File: src/rtl/fpu_writeback_queue.sv
// FPU writeback queue. It captures FPU completions into a small FWFT FIFO and drains them to the register-file write port.
// It also flags RAW hazards against pending FP destinations. Optional flag tracking is enabled with FPU_WBQ_FLAGS_EN.
module fpu_writeback_queue #(
    parameter int DATA_W = 32,
    parameter int DEPTH  = 4,
    parameter int RA_W   = 5
) (
    input  logic                     clock,
    input  logic                     clear,
    input  logic                     fpu_sel,
    input  logic                     fpu_inprogress,
    input  logic [DATA_W-1:0]        fpu_result,
    input  logic [RA_W-1:0]          fpu_rd,
    input  logic                     fpu_dest_int,
`ifdef FPU_WBQ_FLAGS_EN
    input  logic [4:0]               fpu_flags,
    input  logic                     fflags_clr,
    output logic [4:0]               wb_flags,
    output logic [4:0]               fflags_sticky,
`endif
    output logic                     wb_valid,
    input  logic                     wb_ready,
    output logic [DATA_W-1:0]        wb_data,
    output logic [RA_W-1:0]          wb_rd,
    output logic                     wb_dest_int,
    output logic                     wbq_stall,
    output logic [$clog2(DEPTH):0]   q_count,
    input  logic [RA_W-1:0]          rs1,
    input  logic [RA_W-1:0]          rs2,
    input  logic [RA_W-1:0]          rs3,
    output logic                     fp_hazard
);

    localparam int AW = $clog2(DEPTH);
    localparam int CW = AW + 1;

    logic [AW-1:0]     rd_ptr, wr_ptr;
    logic [CW-1:0]     count;
    logic [DATA_W-1:0] data_mem [DEPTH];
    logic [RA_W-1:0]   rd_mem   [DEPTH];
    logic [DEPTH-1:0]  dint_mem;
    logic [DEPTH-1:0]  valid_mem;

    logic complete, drop, full, empty, push, pop;

    assign complete  = fpu_sel & ~fpu_inprogress;
    assign drop      = fpu_dest_int & (fpu_rd == '0);
    assign full      = (count == CW'(DEPTH));
    assign empty     = (count == '0);
    assign pop       = wb_valid & wb_ready;
    assign push      = complete & ~drop & (~full | pop);
    assign wbq_stall = complete & ~drop & full & ~pop;

    assign wb_valid    = ~empty;
    assign wb_data     = empty ? '0 : data_mem[rd_ptr];
    assign wb_rd       = empty ? '0 : rd_mem[rd_ptr];
    assign wb_dest_int = empty ? 1'b0 : dint_mem[rd_ptr];
    assign q_count     = count;

    always_ff @(posedge clock) begin
        if (clear) begin
            rd_ptr    <= '0;
            wr_ptr    <= '0;
            count     <= '0;
            valid_mem <= '0;
        end else begin
            if (pop) begin
                rd_ptr            <= rd_ptr + AW'(1);
                valid_mem[rd_ptr] <= 1'b0;
            end
            // When the queue is full, wr_ptr equals rd_ptr. Letting the push update come second makes its set win over the pop's clear.
            if (push) begin
                wr_ptr            <= wr_ptr + AW'(1);
                valid_mem[wr_ptr] <= 1'b1;
            end
            if (push && !pop)
                count <= count + CW'(1);
            else if (pop && !push)
                count <= count - CW'(1);
        end
    end

    always_ff @(posedge clock) begin
        if (push) begin
            data_mem[wr_ptr] <= fpu_result;
            rd_mem[wr_ptr]   <= fpu_rd;
            dint_mem[wr_ptr] <= fpu_dest_int;
        end
    end

    always_comb begin
        fp_hazard = 1'b0;
        for (int i = 0; i < DEPTH; i++) begin
            if (valid_mem[i] && !dint_mem[i] &&
                (rd_mem[i] == rs1 || rd_mem[i] == rs2 || rd_mem[i] == rs3))
                fp_hazard = 1'b1;
        end
        if (fpu_sel && fpu_inprogress && !fpu_dest_int &&
            (fpu_rd == rs1 || fpu_rd == rs2 || fpu_rd == rs3))
            fp_hazard = 1'b1;
    end

`ifdef FPU_WBQ_FLAGS_EN
    logic [4:0] flags_mem [DEPTH];

    assign wb_flags = empty ? 5'd0 : flags_mem[rd_ptr];

    always_ff @(posedge clock) begin
        if (push)
            flags_mem[wr_ptr] <= fpu_flags;
    end

    // A clear and a pop in the same cycle restart accumulation from the popped flags.
    always_ff @(posedge clock) begin
        if (clear)
            fflags_sticky <= 5'd0;
        else if (pop)
            fflags_sticky <= (fflags_clr ? 5'd0 : fflags_sticky) | wb_flags;
        else if (fflags_clr)
            fflags_sticky <= 5'd0;
    end
`endif

endmodule

File: config.mk
export PLATFORM = sky130hd
export DESIGN_NAME = fpu_writeback_queue
export DESIGN_NICKNAME = d
export VERILOG_FILES = /design/src/rtl/fpu_writeback_queue.sv
export SDC_FILE = /design/constraint.sdc
export NUM_CORES = 1
export LEC_CHECK = 0
export CAP_MARGIN = 20
export CORE_MARGIN = 2
export CORE_UTILIZATION = 25
export DETAILED_ROUTE_END_ITERATION = 10
export HOLD_SLACK_MARGIN = 0.15
export SLEW_MARGIN = 20
export SYNTH_ARGS = -nofsm -noshare
export SYNTH_HDL_FRONTEND = slang
export SYNTH_SLANG_ARGS = --single-unit
export TNS_END_PERCENT = 5
File: constraint.sdc
create_clock -name clock -period 3.1 [get_ports clock]
set_clock_uncertainty 0.1 [all_clocks]
set_input_delay 0.465 -clock clock [delete_from_list [all_inputs] [get_ports clock]]
set_output_delay 0.465 -clock clock [all_outputs]
set_load 0.1 [all_outputs]
# Word level (Yosys, flattened, before mapping)
# Memory sizes are Yosys's and may differ from the RTL's. A register that Yosys moved wholly into a read port is not among the register bits.
# Cells that the tools add are included.
# Widths: inputs -> output; s select.
# totals
register_bits,15
mem_bits_ro,0
latch_bits,0
ram_bits,148
in_bits,58
wordCells,108
n_memories,2
# classes
add_sub_neg,4
shifts,0
eq_ne,16
n_reduce_logical,35
order_cmp,4
bitwise_logic,16
div_mod_pow,0
mux,26
n_mul,0
# mem_list
name,depth,word_bits,rd,rd_clocked_by_memory_dff,wr,line,text
data_mem,4,32,1,1,1,39,logic [DATA_W-1:0] data_mem [DEPTH];
rd_mem,4,5,5,1,1,40,logic [RA_W-1:0] rd_mem [DEPTH];
# op_table
op,count
$eq 5x5->1,15
$mux 32,1
$logic_and 1x1->1,15
$mux 4,3
$mux 1,11
$logic_or 1x1->1,10
$mux 2,4
$and 1x1->1,7
$logic_not 1->1,7
$lt 2x3->1 const B,2
$mux 3,2
$logic_not 5->1,1
$mux 5,1
$not 1->1,5
$add 2x1->2 const B,2
$and 4x4->4,1
$bwmux 4,1
$demux 1 s2,2
$ge 2x1->1 const B,2
$not 4->4,1
$or 4x4->4,1
$add 3x1->3 const B,1
$eq 3x3->1 const B,1
$logic_not 3->1,1
other kinds (4),4

# Depth between registers and ports, before layout
# Gate-level depths: netlist of the first run.
# logic_depth
word_depth,10
ltp_mapped,10
mapped_depth_nobuf,9

# Worst setup path before layout of the first run
# Ideal clock, no wire load.
# synth_path
path_type,register to output
start,"register count[0], in the netlist q_count[0]"
end,output wb_data[26]
stages_incl_launch_ff,5
n_path_buf,2
t_arrival_ns,3.334
slack_ns,-0.799
path_cell_list,dfxtp_1 > or3_1 > clkbuf_1 > clkbuf_1 > and2_1
# synth_via
elab_chain_len,2
# synth_rtl
element,line,text
"start, declared",38,logic [CW-1:0] count;
"start signal, assigned",77,count <= count + CW'(1);
"start signal, assigned",79,count <= count - CW'(1);
$logic_not 3->1,49,assign empty = (count == '0);
$mux 32,55,assign wb_data = empty ? '0 : data_mem[rd_ptr];
"end, declared",23,"output logic [DATA_W-1:0] wb_data,"
# No other way between the ends.

# Worst setup path in the final report of the first run
# layout_path
start,input rs3[4]
end,output fp_hazard
# layout_via
elab_chain_len,8
elab_cells_between_ends,20
cone_classes,5 x eq/ne; 5 x mux; 10 x reduce/logical
# layout_rtl
element,line,text
"start, declared",30,"input logic [RA_W-1:0] rs3,"
$eq 5x5->1,95,(rd_mem[i] == rs1 || rd_mem[i] == rs2 || rd_mem[i] == rs3))
$logic_or 1x1->1,95,
$logic_and 1x1->1,94,if (valid_mem[i] && !dint_mem[i] &&
$mux 1 (4 in series),94,
$mux 1 (*),98,if (fpu_sel && fpu_inprogress && !fpu_dest_int &&
"end, declared",31,output logic fp_hazard
# Mark *: on every way between the ends. The rest lies on a longest branch, timed or not.

==> flow_summary.yaml, run 1 <==
floorplanning:
  initial_core_util_pct: 25.5
  dieArea_um2: 30800
  fp.dieH_um: 176
  ioPinCount: 102
  rows: 62
  design.core.area_um2: 28900
  die_w_um: 176
cts:
  cts-root-buf: "clkbuf_16"
  clk_path_buf_depth: 2
  cts_tree: "built"
  cts.clk_slew.worst_paths_ns: 0.06
  clock_latency_ns: 0.43
  hold_buffers: 0
  cts_setup_buffers: 0
  ctsResizeCount: 0
  clock_sinks: 165
  cts_buffers: 17
  htree_num_levels: 4
finish:
  drive_gt1_share_pct: 28.6
  n_fill_cell: 2770
  layout.nets: 631
  diodes: 0
  final_util_pct: 34.8
  area_growth_pct: 36.3
power:
  ir_drop_v: 0.000714
  power_leakage_nw: 3.30
  p_clk_share_pct: 24.3
  p_sw_share_pct: 40.2
  power.density_nw_per_um2: 858
  p_comb_share_pct: 44.8
  sequentialPowerShare_pct: 30.8
  p_total_mw: 8.61
  p_int_mw: 5.15
  power_switching_mw: 3.46
worst_setup_path:
  critical_path.top_delay_family: "buffers and inverters"
  crit_slowest_cell: "clkdlybuf4s50_1"
  worst-r2r-cell-count: 8
  endpoint_kind: "output port"
  path_depth: 8
  cp.arrival_ns: 2.46
  cp.required_ns: 2.53
  slowest_delay_ns: 0.52
  critical_path.cell_chain: "clkdlybuf4s50_1, buf_4, xnor2_1, nand3_1, nor3_1, o311ai_0, nand4_1, buf_12"
  cp_num_buf_inv: 3
  reg2reg_from: "q_count[2]"
  crit_path_start_kind: "primary input"
  critPathLaunch: "rs3[4]"
  path_max_fanout: 3
  worstSetupPathType: "primary input to output port"
synthesis:
  synth_nets: 513
  syn_area_um2: 7360
  async_flop_share_pct: 0
  avgSynthCellArea_um2: 16.5
  synth_cells: 445
  ys_warn_count: 0
  synth_top_flop_cell: "edfxtp_1"
  synth-seq-cells: 165
  synth_edf_count: 152
  seq_area_frac_synth_pct: 65.5
  yosysUniqueCellTypes: 34
flow_run:
  drv_cap: 0
routing:
  wl_mm: 17.7
  ant_nets: 0
  drtPass1Iterations: 4
  dr_total_vias: 4173
  drc: 0
  viasPerCell: 4.35
  routedWlPerCell_um: 18.4
  drt_iter0_drc: 234
grt:
  grt_pass1_wl_mm: 27.4
  overflow: 0
  grt_max_degree: 45
  first_global_vias: 4631
  grt_use_total_pct: 11.9
  antenna_found_initial: 0
timing:
  rsz0062_at_grt: "no"
  period_minus_slack_ns: 3.02
  slew-limit-headroom_pct: 66.7
  setup_viol: 0
  setup-tns-final_ns: 0
  hold_viol: 0
  finalCritPeriodShare_pct: 97.4
  tightest_slew_ns: 0.494
  max_freq_mhz: 331
  worst_slack_ns: 0.0798
  slew_viol_final: 0
placed_design:
  place.gp.congestion: 0.834
  hpwlAfterDp_mm: 11.9
  dpl_worst_slack_ns: -0.0155
  io_buffers: 101
hold_path:
  hold_depth: 2
  hp-start: "q_count[2]"
  hold_class: "flip-flop to flip-flop"
run_status:
  status: "finished, final reports clean"
[sequential cells by signal, indices dropped and copies added (netlist names), named ones only]
name,flops
rd_mem,20
data_mem,128
dint_mem,4
q_count,3
valid_mem,4
wr_ptr,2
rd_ptr,2
[cells in the final DEF, fill, tap and decap left out, types with 2 or more instances in the layout]
cell,count
and2_1,29
and2_2,13
xnor2_1,53
o22ai_1,2
mux4_2,38
nand2_1,6
a22oi_2,4
clkinv_4,3
nand3_1,16
clkbuf_16,17
a21oi_1,2
inv_6,6
bufinv_16,2
nand4_1,4
inv_1,9
buf_4,25
buf_12,47
o311ai_0,2
nor3_1,10
dfxtp_2,4
ha_1,9
edfxtp_1,152
xor2_1,26
mux2i_1,2
clkdlybuf4s50_1,57
dfxtp_1,8
nor2_1,11
[kinds of logic after synthesis]
kind of cell	after synthesis	synth area share (%)
AOI/OAI and AO/OA	14	1.75
xor gates and xnor gates	79	9.40
adders and majority gates	10	1.80
buffers and inverters	39	2.16
DFF	165	65.5
muxes	40	11.9
and+or+nand+nor	98	7.45
[synth_stat cells, drive strengths merged (2+ instances only)]
| cell type | n | area [um^2] |
|---|---|---|
| o311ai | 4 | 42.6 |
| and2 | 42 | 263 |
| clkbuf | 24 | 90.1 |
| edfxtp | 152 | 4560 |
| buf | 6 | 35.0 |
| xnor2 | 53 | 464 |
| xor2 | 26 | 228 |
| ha | 9 | 113 |
| inv | 9 | 33.8 |
| nand3 | 16 | 80.1 |
| mux4 | 38 | 856 |
| a21oi | 2 | 10.0 |
| dfxtp | 13 | 260 |
| nand4 | 4 | 25.0 |
| o22ai | 2 | 12.5 |
| or3 | 2 | 12.5 |
| nand2 | 6 | 22.5 |
| nor3 | 10 | 50.1 |
| nor2 | 11 | 41.3 |
| mux2i | 2 | 20.0 |
| a22oi | 4 | 50.1 |
[per-layer routing]
layer  vias to the layer above  share of wire (%)  track usage [%]
met5                         -                  0                0
met2                        90                 51             20.8
met4                         0                1.1             3.27
li1                       1896                  -                -
met3                        14                4.0             2.64
met1                      2173                 44             14.7
[final timing paths]
check,slack (ns),end
worst max-delay path,0.08,fp_hazard
worst min-delay path,0.41,q_count[2]
worst max register to register,0.65,q_count[2]
worst min register to register,0.41,q_count[2]
[cell type report]
cell class | count | area, um^2 | share of cell area, %
Clock buffer | 17 | 425 | 4.24
Clock inverter | 15 | 166 | 1.66
Inverter | 9 | 33.8 | 0.337
Multi-Input combinational cell | 241 | 2400 | 23.9
Sequential cell | 165 | 4830 | 48.2
Tap cell | 384 | 480 | 4.79
Timing Repair Buffer | 129 | 1700 | 16.9
[worst min-delay path, stage by stage (launching register included)]
cell	delay [ns]
dfxtp_2	0.33
o21ai_0	0.07
a21oi_1	0.07
[power groups by stage]
stage / sequential [mW] / clock [mW] / combinational, mW
floorplan: 2.71 / 0 / 2.44
detailed placement: 2.71 / 0 / 3.90
global route: 2.67 / 2.24 / 4.01
global placement: 2.70 / 0 / 3.89
finish: 2.65 / 2.10 / 3.86
CTS: 2.66 / 2.16 / 3.92
[per-stage QoR]
stage               cells  hold slack (ns)  area, um^2
global placement      928            0.383        9440
finish                960            0.413       10000
CTS                   960            0.416       10000
global route          960            0.448       10000
detailed placement    928            0.395        9440
floorplan             445            0.362        7380
Power figures use the tool's default switching activity.
==> run 2: changes to the inputs <==
--- a/config.mk
+++ b/config.mk
@@ -5,9 +5,10 @@
 export SDC_FILE = /design/constraint.sdc
 export NUM_CORES = 1
 export LEC_CHECK = 0
+export ABC_AREA = 1
 export CAP_MARGIN = 20
 export CORE_MARGIN = 2
-export CORE_UTILIZATION = 25
+export CORE_UTILIZATION = 29
 export DETAILED_ROUTE_END_ITERATION = 10
 export HOLD_SLACK_MARGIN = 0.15
 export SLEW_MARGIN = 20
==> flow_summary.yaml, run 2 <==
timing:
  setup-tns-final_ns: 0
  period_minus_slack_ns: 2.66
  max_freq_mhz: 376
  setup_viol: 0
  slew_viol_final: 0
  hold_viol: 0
  tightest_slew_ns: 0.896
  slew-limit-headroom_pct: 40.2
  finalCritPeriodShare_pct: 85.7
  rsz0062_at_grt: "no"
worst_setup_path:
  critical_path.cell_chain: "clkdlybuf4s50_1, inv_1, nand2_1, nand2_1, nor2_1, nand3_1, nand3_1, nand2_1, inv_2, nor2_1, nand2_1, buf_12"
  critical_path.top_delay_family: "buffers and inverters"
  cp_num_buf_inv: 4
  path_max_fanout: 8
  slowest_delay_ns: 0.66
  worst-r2r-cell-count: 12
  endpoint_kind: "output port"
  worstSetupPathType: "primary input to output port"
  cp.required_ns: 2.53
  r2r-end: "q_count[2]"
  crit_slowest_cell: "clkdlybuf4s50_1"
  path_common_cell: "nand2_1"
  crit_path_start_kind: "primary input"
  cp.arrival_ns: 2.09
  r2r_slack_ns: 1.00
  reg2reg_from: "q_count[0]"
  critPathLaunch: "rs2[0]"
floorplanning:
  die_w_um: 168
  rows: 59
  fp.dieH_um: 168
  ioPinCount: 102
  initial_core_util_pct: 29.7
  dieArea_um2: 28100
  design.core.area_um2: 26200
routing:
  drt_iter0_drc: 404
  routedWlPerCell_um: 15.6
  viasPerCell: 4.54
  dr_total_vias: 5570
  drc: 0
  ant_nets: 0
  drtPass1Iterations: 4
  wl_mm: 19.1
finish:
  drive_gt1_share_pct: 16.7
  multi_input_area_um2: 2860
  layout_commonest_cell: "nor2_1"
  area_growth_pct: 34.8
  reg_top3: "data_mem x128, rd_mem x20"
  seq_area_um2: 4830
  top_register: "data_mem"
  final_cell_mix: "nor2_1 (186), edfxtp_1 (152), nand2_1 (118), o21ai_0 (84), clkdlybuf4s50_1 (57)"
  diodes: 0
  n_fill_cell: 2453
  layout.nets: 946
  largest_reg_flops: 128
hold_path:
  hold_class: "flip-flop to flip-flop"
  hold_depth: 2
  hp-start: "valid_mem[0]"
  holdPathEnd: "valid_mem[0]"
grt:
  grt_max_degree: 79
  antenna_found_initial: 1
  overflow: 0
  grt_pass1_wl_mm: 30.0
  grt_use_total_pct: 14.0
  first_global_vias: 5521
cts:
  cts-root-buf: "clkbuf_16"
  cts_buffers: 17
  ctsResizeCount: 0
  clock_sinks: 165
  cts_setup_buffers: 0
  clk_path_buf_depth: 2
  cts_tree: "built"
  hold_buffers: 0
  cts.clk_slew.worst_paths_ns: 0.07
  clock_latency_ns: 0.42
  htree_num_levels: 4
synthesis:
  ys_warn_count: 0
  synth.largest_area_cell: "edfxtp_1"
  synth-seq-cells: 165
  seq_area_frac_synth_pct: 62.0
  ys_top_cells_by_area: "edfxtp_1 (59%), nor2_1 (9.0%), nand2_1 (5.7%)"
  synth_top_area_share_pct: 58.7
  avgSynthCellArea_um2: 9.92
  synth_nets: 852
  async_flop_share_pct: 0
  yosysUniqueCellTypes: 24
  synth_most_common_cell: "nor2_1"
  synth_edf_count: 152
  synth_top_flop_cell: "edfxtp_1"
  syn_area_um2: 7780
  synth_commonest_cells: "nor2_1 (186), edfxtp_1 (152), nand2_1 (119)"
  synth_cells: 784
placed_design:
  io_buffers: 101
  place.gp.congestion: 0.849
  hpwlAfterDp_mm: 11.9
run_status:
  status: "finished, final reports clean"
flow_run:
  drv_cap: 0
-- run 2: worst register-to-register path, delay by kind of cell (launching register included) --
family	cells	cell delay (ns)
and+or+nand+nor	6	0.62
adders and majority gates	2	0.52
DFF	1	0.39
AOI/OAI and AO/OA	2	0.21
buffers and inverters	2	0.18
-- run 2: worst max path at each step --
stage / depth (start not counted) / to
after floorplan: 5 / wb_data[10]
after global placement: 13 / q_count[2]
after CTS: 4 / wb_data[14]
final: 12 / fp_hazard
after detailed placement: 13 / q_count[2]
after global routing: 12 / fp_hazard
-- run 2: metrics by stage --
stage | area (um^2) | hold WS, ns | cells | util [%] | setup WS, ns
floorplan | 8150 | 0.337 | 784 | - | 0.0162
global placement | 9890 | 0.357 | 1194 | 37.7 | 0.309
detailed placement | 9890 | 0.357 | 1194 | 37.7 | 0.288
CTS | 10500 | 0.368 | 1226 | 40.0 | 0.402
global route | 10500 | 0.386 | 1226 | 40.0 | 0.277
finish | 10500 | 0.367 | 1226 | 40.0 | 0.442
-- run 2: final cells by class --
| type | instances | area share [%] |
|---|---|---|
| Clock buffer | 17 | 4.06 |
| Sequential cell | 165 | 46.1 |
| Timing Repair Buffer | 116 | 14.9 |
| Multi-Input combinational cell | 522 | 27.3 |
| Clock inverter | 15 | 1.58 |
| Inverter | 56 | 2.04 |
| Tap cell | 335 | 4.00 |
-- run 2: routing by layer --
| layer | wire [um] | track usage (%) |
|---|---|---|
| met1 | 8730 | 17.8 |
| met2 | 9270 | 23.9 |
| met3 | 853 | 2.82 |
| met4 | 291 | 4.27 |
| met5 | 0 | 0 |
-- run 2: kinds of logic (layout without fill, tap and decap cells) --
kind of cell	Yosys count	in the layout	share of synthesized area [%]
xor+xnor	40	40	4.50
flops	165	165	62.0
compound gates	142	142	9.14
buf+inv	97	204	5.92
fa+ha+maj	10	10	1.71
simple gates	330	330	16.7
Power of run 2 is left out: the tool's default activity adds up to more than one toggle a clock period on the data nets, which glitch-free logic cannot reach.
==> run 3: changes to the inputs <==
--- a/config.mk
+++ b/config.mk
@@ -10,6 +10,7 @@
 export CORE_MARGIN = 2
 export CORE_UTILIZATION = 29
 export DETAILED_ROUTE_END_ITERATION = 10
+export DONT_BUFFER_PORTS = 1
 export HOLD_SLACK_MARGIN = 0.15
 export SLEW_MARGIN = 20
 export SYNTH_ARGS = -nofsm -noshare
==> flow_summary.yaml, run 3 (synthesized netlist as in run 2, its figures left out) <==
cts:
  cts-root-buf: "clkbuf_16"
  htree_num_levels: 4
  clock_latency_ns: 0.41
  cts_setup_buffers: 0
  cts_buffers: 17
  ctsResizeCount: 0
  clock_sinks: 165
  clk_path_buf_depth: 2
  cts.clk_slew.worst_paths_ns: 0.07
  cts_tree: "built"
floorplanning:
  design.core.area_um2: 26200
  die_w_um: 168
  fp.dieH_um: 168
  initial_core_util_pct: 29.7
  ioPinCount: 102
  dieArea_um2: 28100
  rows: 59
placed_design:
  hpwlAfterDp_mm: 11.9
  io_buffers: 0
  place.gp.congestion: 0.814
finish:
  final_cell_mix: "nor2_1 (185), edfxtp_1 (152), nand2_1 (118), o21ai_0 (84), inv_1 (44)"
  seq_area_um2: 4830
  multi_input_area_um2: 2870
  n_fill_cell: 2497
  drive_gt1_share_pct: 16.5
  reg_top3: "data_mem x128, rd_mem x20"
  top_register: "data_mem"
  area_growth_pct: 31.0
  largest_reg_flops: 128
  diodes: 0
  layout.nets: 923
  layout_commonest_cell: "nor2_1"
grt:
  overflow: 0
  grt_max_degree: 79
  antenna_found_initial: 0
  grt_busiest_layer: "met2"
  grt_use_total_pct: 13.8
  met1_usage_pct: 18.3
  first_global_vias: 5353
  grt_pass1_wl_mm: 30.0
  grt.met2_usage_pct: 23.1
  grt_util_met3_pct: 2.96
timing:
  finalCritPeriodShare_pct: 85.7
  setup_viol: 0
  slew-limit-headroom_pct: 43.9
  setup-tns-final_ns: 0
  max_freq_mhz: 376
  slew_viol_final: 0
  rsz0062_at_grt: "no"
  tightest_slew_ns: 0.840
  hold_viol: 0
  period_minus_slack_ns: 2.66
worst_setup_path:
  worstSetupPathType: "flip-flop to output port"
  crit_path_start_kind: "flip-flop"
  cp.arrival_ns: 2.09
  cp_num_buf_inv: 2
  slowest_delay_ns: 0.44
  cp.required_ns: 2.53
  endpoint_kind: "output port"
  critical_path.top_delay_family: "buffers and inverters"
  path_max_fanout: 46
  crit_slowest_cell: "buf_4"
  path_common_cell: "nor2_1"
  critical_path.cell_chain: "buf_4, nor2_1, nor2_1, o21ai_0, a21oi_4, buf_12"
hold_path:
  hold_class: "primary input to flip-flop"
run_status:
  status: "finished, final reports clean"
routing:
  routedWlPerCell_um: 15.8
  ant_nets: 0
  viasPerCell: 4.52
  drt_iter0_drc: 356
  drc: 0
  wl_mm: 19.0
  dr_total_vias: 5441
  drtPass1Iterations: 4
flow_run:
  drv_cap: 0
-- run 3: cell count changes in the layout (fill, tap and decap cells not counted), moves of 3 or more --
cell             previous run  this run
clkdlybuf4s50_1            57         0
dlygate4sd3_1               0        40
buf_12                     44        41
buf_4                      15        12
-- run 3: worst register-to-register path, cell delays in order, from the launching register on --
cell and delay [ns]:
dfxtp_2 0.32, nor2_1 0.15, nand3_1 0.19, nand4_4 0.17, inv_2 0.07, ha_1 0.18, inv_1 0.10, fa_1 0.41
o21ai_0 0.17, a21oi_1 0.06
-- run 3: final timing paths --
check                             startpoint           end  cells after the start  slack (ns)
worst max-delay path               flip-flop   wb_data[17]                      6        0.44
worst min-delay path                   clear     wr_ptr[0]                      3        0.19
worst max register to register    q_count[0]    q_count[1]                      9        1.07
worst min register to register  valid_mem[1]  valid_mem[1]                      2        0.37
-- run 3: cell type report --
cell class	instances	area share, %
Timing Repair Buffer	93	12.9
Inverter	56	2.11
Tap cell	335	4.11
Clock buffer	18	4.21
Multi-Input combinational cell	522	28.1
Clock inverter	14	1.14
Sequential cell	165	47.4
-- run 3: repair_timing --
action                                  in CTS  in global routing
hold buffers                                40                  0
endpoints found under the setup margin       0                  0
hold endpoints to repair                   159                  0
-- run 3: stage by stage --
step	area, um^2	worst slack, ns	instances	util (%)	hold WS (ns)
6_report	10200	0.442	1203	38.9	0.187
5_1_grt	10200	0.276	1203	38.9	0.190
4_1_cts	10200	0.387	1203	38.9	0.169
3_5_place_dp	9240	0.857	1131	35.3	0.350
3_3_place_gp	9240	0.865	1131	35.3	0.351
2_1_floorplan	8150	0.0162	784	-	0.337
-- run 3: layer usage --
metal  up-vias  part of all wire, %
met2       118                   49
met3        10                  3.6
met5         -                    0
met1      2565                   47
met4         0                 0.77
li1       2748                    -
Power of run 3 is left out for the same reason.
